<file path="src/rtl/branch_target_buffer_if.sv">
// branch_target_buffer_if: fetch lookup, EX training and ID-stage prediction signals of the BTB
interface branch_target_buffer_if;
  logic [31:0] PC_IF;
  logic        StallID;
  logic        FlushID;
  logic        BranchValid_EX;
  logic        BranchTaken_EX;
  logic [31:0] PC_EX;
  logic [31:0] BranchTarget_EX;
  logic        BranchPredictSel;
  logic [31:0] BranchPredictTarget;
  logic        PredictHit_ID;
  modport master (
    output PC_IF, StallID, FlushID, BranchValid_EX, BranchTaken_EX, PC_EX, BranchTarget_EX,
    input  BranchPredictSel, BranchPredictTarget, PredictHit_ID
  );
  modport slave (
    input  PC_IF, StallID, FlushID, BranchValid_EX, BranchTaken_EX, PC_EX, BranchTarget_EX,
    output BranchPredictSel, BranchPredictTarget, PredictHit_ID
  );
endinterface

</file>
<file path="src/rtl/branch_target_buffer.sv">
// branch_target_buffer: direct-mapped BTB with 2-bit saturating counters, registering its
// prediction into the ID stage and trained by conditional branches resolved in EX.
module branch_target_buffer #(
  parameter int         INDEX_BITS = 4,
  parameter logic [1:0] CTR_INIT   = 2'b01
) (
  input logic                   clk,
  input logic                   rst_n,
  branch_target_buffer_if.slave bus
);
  localparam int TAG_BITS = 30 - INDEX_BITS;
  localparam int ENTRIES  = 1 << INDEX_BITS;
  logic                valid_q  [ENTRIES];
  logic [TAG_BITS-1:0] tag_q    [ENTRIES];
  logic [31:0]         target_q [ENTRIES];
  logic [1:0]          ctr_q    [ENTRIES];
  logic [INDEX_BITS-1:0] if_idx, ex_idx;
  logic [TAG_BITS-1:0]   if_tag, ex_tag;
  logic        if_hit, if_taken, ex_hit, upd_en;
  logic [31:0] if_target, upd_target;
  logic [1:0]  ex_ctr, upd_ctr;
  logic        sel_q, sel_d, hit_q, hit_d;
  logic [31:0] tgt_q, tgt_d;
  logic        unused_pc_lsbs;
  assign unused_pc_lsbs = ^{bus.PC_IF[1:0], bus.PC_EX[1:0]};
  assign if_idx    = bus.PC_IF[INDEX_BITS+1:2];
  assign if_tag    = bus.PC_IF[31:INDEX_BITS+2];
  assign ex_idx    = bus.PC_EX[INDEX_BITS+1:2];
  assign ex_tag    = bus.PC_EX[31:INDEX_BITS+2];
  assign if_hit    = valid_q[if_idx] && tag_q[if_idx] == if_tag;
  assign if_taken  = if_hit && ctr_q[if_idx][1];
  assign if_target = if_taken ? target_q[if_idx] : bus.PC_IF + 32'd4;
  assign ex_hit    = valid_q[ex_idx] && tag_q[ex_idx] == ex_tag;
  assign ex_ctr    = ctr_q[ex_idx];
  // A not-taken miss never allocates; every other resolved branch writes its entry.
  assign upd_en    = bus.BranchValid_EX && (ex_hit || bus.BranchTaken_EX);
  always_comb begin
    upd_ctr    = !ex_hit ? 2'b10
               : bus.BranchTaken_EX ? (ex_ctr == 2'b11 ? ex_ctr : ex_ctr + 2'd1)
               : (ex_ctr == 2'b00 ? ex_ctr : ex_ctr - 2'd1);
    upd_target = bus.BranchTaken_EX ? bus.BranchTarget_EX : target_q[ex_idx];
    sel_d      = bus.FlushID ? 1'b0  : bus.StallID ? sel_q : if_taken;
    tgt_d      = bus.FlushID ? 32'd0 : bus.StallID ? tgt_q : if_target;
    hit_d      = bus.FlushID ? 1'b0  : bus.StallID ? hit_q : if_hit;
  end
  always_ff @(posedge clk or negedge rst_n) begin
    if (!rst_n) begin
      sel_q <= 1'b0;
      tgt_q <= 32'd0;
      hit_q <= 1'b0;
    end else begin
      sel_q <= sel_d;
      tgt_q <= tgt_d;
      hit_q <= hit_d;
    end
  end
  // Lookup reads the pre-update table; new contents appear from the next cycle on.
  always_ff @(posedge clk or negedge rst_n) begin
    if (!rst_n) begin
      for (int i = 0; i < ENTRIES; i++) begin
        valid_q[i]  <= 1'b0;
        tag_q[i]    <= '0;
        target_q[i] <= 32'd0;
        ctr_q[i]    <= CTR_INIT;
      end
    end else if (upd_en) begin
      valid_q[ex_idx]  <= 1'b1;
      tag_q[ex_idx]    <= ex_tag;
      target_q[ex_idx] <= upd_target;
      ctr_q[ex_idx]    <= upd_ctr;
    end
  end
  assign bus.BranchPredictSel    = sel_q;
  assign bus.BranchPredictTarget = tgt_q;
  assign bus.PredictHit_ID       = hit_q;
endmodule

</file>
<file path="src/flat_wrapper.sv">
// flat-port wrapper written by rule: the top's interface ports become plain ports
module branch_target_buffer_flat 
#(
  parameter int         INDEX_BITS = 4,
  parameter logic [1:0] CTR_INIT   = 2'b01
)
  (clk, rst_n, bus_PC_IF, bus_StallID, bus_FlushID, bus_BranchValid_EX, bus_BranchTaken_EX, bus_PC_EX, bus_BranchTarget_EX, bus_BranchPredictSel, bus_BranchPredictTarget, bus_PredictHit_ID);
  branch_target_buffer_if bus_i ();
  input logic clk;
  input logic rst_n;
  input wire logic [$bits(bus_i.PC_IF)-1:0] bus_PC_IF;
  input wire logic [$bits(bus_i.StallID)-1:0] bus_StallID;
  input wire logic [$bits(bus_i.FlushID)-1:0] bus_FlushID;
  input wire logic [$bits(bus_i.BranchValid_EX)-1:0] bus_BranchValid_EX;
  input wire logic [$bits(bus_i.BranchTaken_EX)-1:0] bus_BranchTaken_EX;
  input wire logic [$bits(bus_i.PC_EX)-1:0] bus_PC_EX;
  input wire logic [$bits(bus_i.BranchTarget_EX)-1:0] bus_BranchTarget_EX;
  output wire logic [$bits(bus_i.BranchPredictSel)-1:0] bus_BranchPredictSel;
  output wire logic [$bits(bus_i.BranchPredictTarget)-1:0] bus_BranchPredictTarget;
  output wire logic [$bits(bus_i.PredictHit_ID)-1:0] bus_PredictHit_ID;
  assign bus_i.PC_IF = bus_PC_IF;
  assign bus_i.StallID = bus_StallID;
  assign bus_i.FlushID = bus_FlushID;
  assign bus_i.BranchValid_EX = bus_BranchValid_EX;
  assign bus_i.BranchTaken_EX = bus_BranchTaken_EX;
  assign bus_i.PC_EX = bus_PC_EX;
  assign bus_i.BranchTarget_EX = bus_BranchTarget_EX;
  assign bus_BranchPredictSel = bus_i.BranchPredictSel;
  assign bus_BranchPredictTarget = bus_i.BranchPredictTarget;
  assign bus_PredictHit_ID = bus_i.PredictHit_ID;
  branch_target_buffer #(.INDEX_BITS(INDEX_BITS), .CTR_INIT(CTR_INIT)) u_core (.clk(clk), .rst_n(rst_n), .bus(bus_i));
endmodule
</file>
<file path="config.mk">
export PLATFORM = sky130hd
export DESIGN_NAME = branch_target_buffer_flat
export DESIGN_NICKNAME = d
export VERILOG_FILES = /design/src/rtl/branch_target_buffer_if.sv /design/src/rtl/branch_target_buffer.sv /design/src/flat_wrapper.sv
export SDC_FILE = /design/constraint.sdc
export NUM_CORES = 2
export LEC_CHECK = 0
export CAP_MARGIN = 15
export CORE_MARGIN = 2
export CORE_UTILIZATION = 50
export DETAILED_ROUTE_END_ITERATION = 7
export PLACE_DENSITY = 0.63
export SLEW_MARGIN = 20
export SYNTH_ARGS = -nofsm -noshare
export SYNTH_HDL_FRONTEND = slang
export SYNTH_SLANG_ARGS = --single-unit
</file>
<file path="constraint.sdc">
create_clock -name clk -period 3.8 [get_ports clk]
set_input_delay 0.76 -clock clk [delete_from_list [all_inputs] [get_ports clk]]
set_output_delay 0.76 -clock clk [all_outputs]
set_load 0.03 [all_outputs]
</file>
## Word-level counts from Yosys, hierarchy flattened

Cells that the tools add are included.

| storage, ports and cells | value |
|---|---|
| flip-flop bits (word level) | 1010 |
| output and inout bits | 34 |
| word-level logic and storage cells | 134 |
| input port bits | 102 |

| operators by class | value |
|---|---|
| multiplexer cells | 47 |
| add/subtract/negate cells | 3 |
| reductions and logical operators | 7 |
| magnitude comparators | 3 |
| equality and inequality tests | 4 |
| bitwise gates (word level) | 3 |

Operator list:

| kind | number |
|---|---|
| 512-bit bitwise mux | 1 |
| 416-bit bitwise mux | 1 |
| 32-bit 2-to-1 mux | 9 |
| 32-bit binary-select mux with 4-bit select | 2 |
| 26-bit binary-select mux with 4-bit select | 2 |
| 26-bit 2-to-1 mux | 5 |
| 32-bit demux with 4-bit select | 1 |
| 26-bit demux with 4-bit select | 1 |
| 26-bit equality test | 2 |
| 32-bit by 3-bit adder with 32-bit output (second input constant) | 1 |
| 32-bit bitwise mux | 1 |
| 2-bit 2-to-1 mux | 9 |
| 2-bit binary-select mux with 4-bit select | 2 |
| 16-bit OR | 1 |
| 5-bit greater-or-equal comparator (second input constant) | 2 |
| 4-bit inverter with 5-bit output | 2 |
| 1-bit 2-to-1 mux | 9 |
| 1-bit binary-select mux with 4-bit select | 2 |
| 2-bit demux with 4-bit select | 1 |
| 1-bit logical AND | 5 |
| 5-bit by 1-bit < comparator with 1-bit output (second input constant) | 1 |
| 1-bit demux with 4-bit select | 1 |
| 2-bit by 1-bit adder with 2-bit output (second input constant) | 1 |
| 2-bit equality test (second input constant) | 1 |
| other kinds (4) | 4 |

## Logic depth before layout (Yosys ltp)

| logic depth | value |
|---|---|
| depth in word-level cells | 10 |
| gate-level depth with buffers | 16 |
| gate-level depth less buffers | 10 |

## Worst setup path after synthesis

OpenSTA, ideal clock, no wires.

| path | value |
|---|---|
| path type | input-to-reg |
| from | input bus_PC_EX[2] |
| to | register u_core.ctr_q[21] (netlist bit) |
| arrival | 4.263 ns |
| path buffers | 5 |
| setup time | 0.136 ns |
| path slack | -0.600 ns |
| stages | 11 |
| required time | 3.664 ns |
| cell sequence | buf_2 buf_2 buf_2 buf_2 buf_1 mux4_2 mux4_2 maj3_1 nor4_1 nand2_1 a2bb2oi_1 |

| between the ends | value |
|---|---|
| word-level cells in the longest chain between the ends | 9 |

RTL lines:

| what | RTL line | text |
|---|---|---|
| start, declared | flat_wrapper.sv:16 | `input wire logic [$bits(bus_i.PC_EX)-1:0] bus_PC_EX;` |
| 4-bit inverter with 5-bit output (not written as such) (*) | branch_target_buffer.sv:33, branch_target_buffer.sv:34, branch_target_buffer.sv:70 |  |
| 2-bit binary-select mux with 4-bit select | branch_target_buffer.sv:34 | `assign ex_ctr = ctr_q[ex_idx];` |
| 2-bit 2-to-1 mux (not written as such) (2 in series) | branch_target_buffer.sv:34 |  |
| 2-bit by 1-bit subtractor with 2-bit output, or another cell as far along | branch_target_buffer.sv:40 | `: (ex_ctr == 2'b00 ? ex_ctr : ex_ctr - 2'd1);` |
| 2-bit 2-to-1 mux (on tied branches) | branch_target_buffer.sv:40, branch_target_buffer.sv:39 |  |
| 2-bit 2-to-1 mux | branch_target_buffer.sv:39 | `: bus.BranchTaken_EX ? (ex_ctr == 2'b11 ? ex_ctr : ex_ctr + 2'd1)` |
| 2-bit 2-to-1 mux | branch_target_buffer.sv:38 | `upd_ctr = !ex_hit ? 2'b10` |
| 32-bit bitwise mux | branch_target_buffer.sv:70 | `ctr_q[ex_idx] <= upd_ctr;` |
| end signal, assigned by index | branch_target_buffer.sv:70 |  |
| end, declared | branch_target_buffer.sv:16 | `logic [1:0] ctr_q [ENTRIES];` |

Every way passes the cells marked *; elsewhere a longest branch is shown, timed or not. The select of a mux whose other input is x is not followed.
A chain may end at the register's enable or synchronous reset.

## Worst setup path after layout

| path | value |
|---|---|
| from | input bus_PC_EX[3] |
| to | register u_core.tag_q[290] (netlist bit) |

| between the ends | value |
|---|---|
| word-level cells in the longest chain between the ends | 8 |

RTL lines:

| what | RTL line | text |
|---|---|---|
| 4-bit inverter with 5-bit output (not written as such) (*) | branch_target_buffer.sv:33, branch_target_buffer.sv:68 |  |
| 26-bit binary-select mux with 4-bit select | branch_target_buffer.sv:33 | `assign ex_hit = valid_q[ex_idx] && tag_q[ex_idx] == ex_tag;` |
| 26-bit 2-to-1 mux (not written as such) (2 in series) | branch_target_buffer.sv:33 |  |
| 26-bit equality test | branch_target_buffer.sv:33 |  |
| 1-bit logical AND | branch_target_buffer.sv:33 |  |
| 1-bit logical OR | branch_target_buffer.sv:36 | `assign upd_en = bus.BranchValid_EX && (ex_hit \|\| bus.BranchTaken_EX);` |
| 1-bit logical AND | branch_target_buffer.sv:36 |  |
| end signal, assigned by index | branch_target_buffer.sv:68 | `tag_q[ex_idx] <= ex_tag;` |
| end, declared | branch_target_buffer.sv:14 | `logic [TAG_BITS-1:0] tag_q [ENTRIES];` |

Marks and branches as above.

==> impl_metrics.py <==
metrics = {
    "place": {
        "dp_cells": 5515,
        "port_buffers": 133,
        "dp_hpwl_mm": 125,
        "dp_slack_ns": -0.857,
        "gp_congestion": 0.939,
        "placed_area_um2": 63600,
    },
    "pwr": {
        "p_per_area_nw_per_um2": 489,
        "peakVddDrop_uv": 427,
        "leakagePower_nw": 31.6,
        "total_power_w": 0.0334,
    },
    "worst_setup_path": {
        "critPathSlowestCell": "mux4_2",
        "crit_chain": "buf_16 -> buf_12 -> mux2i_1 -> mux4_2 -> a221oi_4 -> a21oi_1 -> nor4_2 -> nand4_1 -> o31ai_4 -> buf_4 -> buf_12 -> buf_6 -> nand3_4 -> buf_12 -> clkbuf_16 -> mux2_2",
        "crit_type": "in2reg",
        "path_common_cell": "buf_12",
        "cp_max_fo": 10,
        "setup.worst_path.start_class": "primary input",
        "critPathRequiredTime_ns": 4.39,
        "critPathArrivalTime_ns": 4.46,
        "cpPeakStageDelay_ns": 0.55,
        "end_kind": "register",
    },
    "timing": {
        "fin_crit_sh_pct": 102,
        "worstMarginPinSlew_ns": 0.951,
        "rsz0062_at_grt": "yes",
        "finalCriticalPeriod_ns": 3.87,
        "setup_viol": 93,
        "max_freq_mhz": 259,
        "finalMaxSlewViolations": 0,
        "timing.final.hold_violations": 0,
        "fin_skew_ns": 0.0338,
        "relSlewSlack_pct": 36.6,
        "setup_slack_ns": -0.0682,
    },
    "finish": {
        "drive_gt1_share_pct": 47.3,
        "syn_to_final_growth_pct": 23.4,
        "final_net_count": 4284,
        "final_area_um2": 68200,
        "layout_commonest_cell": "dfrtp_1",
        "final_core_util_pct": 62.5,
        "finalNonFillerCells": 5747,
        "mostFrequentLayoutCells": "dfrtp_1 (994), mux4_2 (498), buf_4 (396)",
    },
    "die": {
        "initial_core_util_pct": 50.6,
        "die-area_um2": 113000,
        "fp.coreArea_um2": 109000,
        "std_cell_rows": 121,
        "io_pins": 136,
        "die_h_um": 336,
        "die_w_um": 336,
    },
    "synth": {
        "synth_edf_count": 0,
        "synth_area_leaders": "dfrtp_1 (45%), mux4_2 (20%), mux2_1 (12%)",
        "synth.yosys.seq_area_share_pct": 45.8,
        "synth_top_area_cell": "dfrtp_1",
        "yosys_register_bits": 1010,
        "yosys_warnings": 0,
        "ys.flop_type": "dfrtp_1",
        "synthesis.instances": 3772,
        "ys_async_sr_fraction_pct": 100,
        "netlist_area_um2": 55200,
        "ys_types": 70,
        "syn_area_per_cell_um2": 14.6,
        "synth_nets": 3875,
        "synthDominantCellAreaShare_pct": 45.0,
    },
    "global_route": {
        "grt_usage_pct": 33.7,
        "overflow": 0,
        "antenna_found_initial": 8,
        "grt_pass1_vias": 40400,
        "grt_max_degree": 86,
        "grt_pass1_wl_mm": 278,
    },
    "job": {
        "drv_cap": 0,
    },
    "clock_tree": {
        "clk_path_buf_depth": 3,
        "cts_tree": "done",
        "hold_buffers": 0,
        "cts_htree_levels": 3,
        "clock_latency_ns": 0.73,
        "clkTransAtPathRegs_ns": 0.06,
        "clock-sinks": 1010,
        "root_buffer": "clkbuf_16",
        "cts_buffers": 112,
    },
    "route": {
        "wl_per_cell_um": 33.4,
        "vias_per_cell": 6.66,
        "drc": 0,
        "drt_iter0_markers": 4045,
        "first_pass_iters": 5,
        "finalWirelength_mm": 192,
        "vias": 38300,
        "ant_nets": 0,
    },
    "hold_path": {
        "hp-class": "in2async",
    },
    "status": {
        "failed_checks": "negative setup slack",
        "status": "finished with violations",
    },
}
-- final cells by class --
cell class                      instances  area, um^2
Multi-Input combinational cell       2343       29800
Fill cell                            7942       41000
Clock inverter                         28         483
Clock buffer                          175        3430
Tap cell                             1476        1850
Sequential cell                      1010       25300
Antenna cell                            1        2.50
Timing Repair Buffer                  670        7120
Inverter                               44         170
-- sequential cells by signal, summed over array words and instances, names as in the netlist --
register                        cells
u_core.ctr_q                       32
u_core.bus.PredictHit_ID            1
u_core.bus.BranchPredictTarget     32
u_core.valid_q                     16
u_core.bus.BranchPredictSel         1
u_core.tag_q                      416
u_core.target_q                   512
-- cell families after synthesis --
kind of cell	Yosys count	share of synthesized area [%]
AOI/OAI and AO/OA	229	3.17
xor gates and xnor gates	91	1.44
adders and majority gates	3	0.0589
buffers and inverters	419	3.17
DFF	1010	45.8
muxes	1629	42.9
and+or+nand+nor	391	3.44
-- critical path: cells and delay by family --
kind | cells | cell delay (ns)
AO/OA/AOI/OAI | 3 | 0.82
buffers and inverters | 7 | 1.12
multiplexers | 3 | 1.03
AND/OR/NAND/NOR | 3 | 0.69
-- report_power, final --
part | internal, W | total, W | switching [W]
combinational | 0.00453 | 0.00775 | 0.00322
clock | 0.00692 | 0.0115 | 0.00463
sequential | 0.0126 | 0.0141 | 0.00148
-- per-stage QoR --
stage | hold slack [ns] | TNS, ns
6_report | 0.0778 | -2.52
3_5_place_dp | 0.475 | -733.58
2_1_floorplan | 0.446 | -70.91
4_1_cts | 0.108 | 0
3_3_place_gp | 0.463 | -768.89
5_1_grt | 0.104 | -16.12
-- path summary, 6_finish.rpt --
| check | startpoint | to | slack (ns) | depth (start not counted) |
|---|---|---|---|---|
| setup / recovery | bus_PC_EX[3] | u_core.tag_q[290] | -0.07 | 16 |
| hold / removal | rst_n | u_core.tag_q[119] | 0.08 | 1 |
| setup reg to reg | u_core.tag_q[118] | u_core.tag_q[290] | -0.05 | 14 |
| hold reg to reg | u_core.ctr_q[28] | u_core.ctr_q[28] | 0.48 | 1 |
| max in group asynchronous | rst_n | u_core.target_q[213] | 2.51 | 3 |
| min in group clk | u_core.ctr_q[28] | u_core.ctr_q[28] | 0.48 | 1 |
-- routing by layer --
metal | wire length [um] | share of wire [%] | vias up | GRT usage [%]
met5 | 88 | 0.046 | - | 0
met4 | 8850 | 4.6 | 12 | 13.0
met3 | 16400 | 8.5 | 458 | 7.32
met2 | 88100 | 46 | 1842 | 51.8
met1 | 78500 | 41 | 20700 | 47.1
li1 | - | - | 15300 | -
-- synth_stat cells (18+ instances only) --
master and instances:
a211oi_1 21, a21oi_1 21, a22oi_1 24, buf_1 56
buf_2 111, clkbuf_1 200, dfrtp_1 994, inv_1 39
mux2_1 570, mux2_2 376, mux2i_1 185, mux4_2 498
nand2_1 168, nand2b_1 23, nand3_1 33, nor2_1 58
nor3_1 18, o21ai_0 23, o2bb2ai_1 18, xnor2_1 62
xor2_1 29
-- repair_timing --
item | in CTS | in global routing
cloned | 0 | 15
buffers inserted | 0 | 13
gates resized for setup | 5 | 42
setup endpoints to repair | 541 | 775
pin swaps | 1 | 10
(Power assumes the default switching activity.)
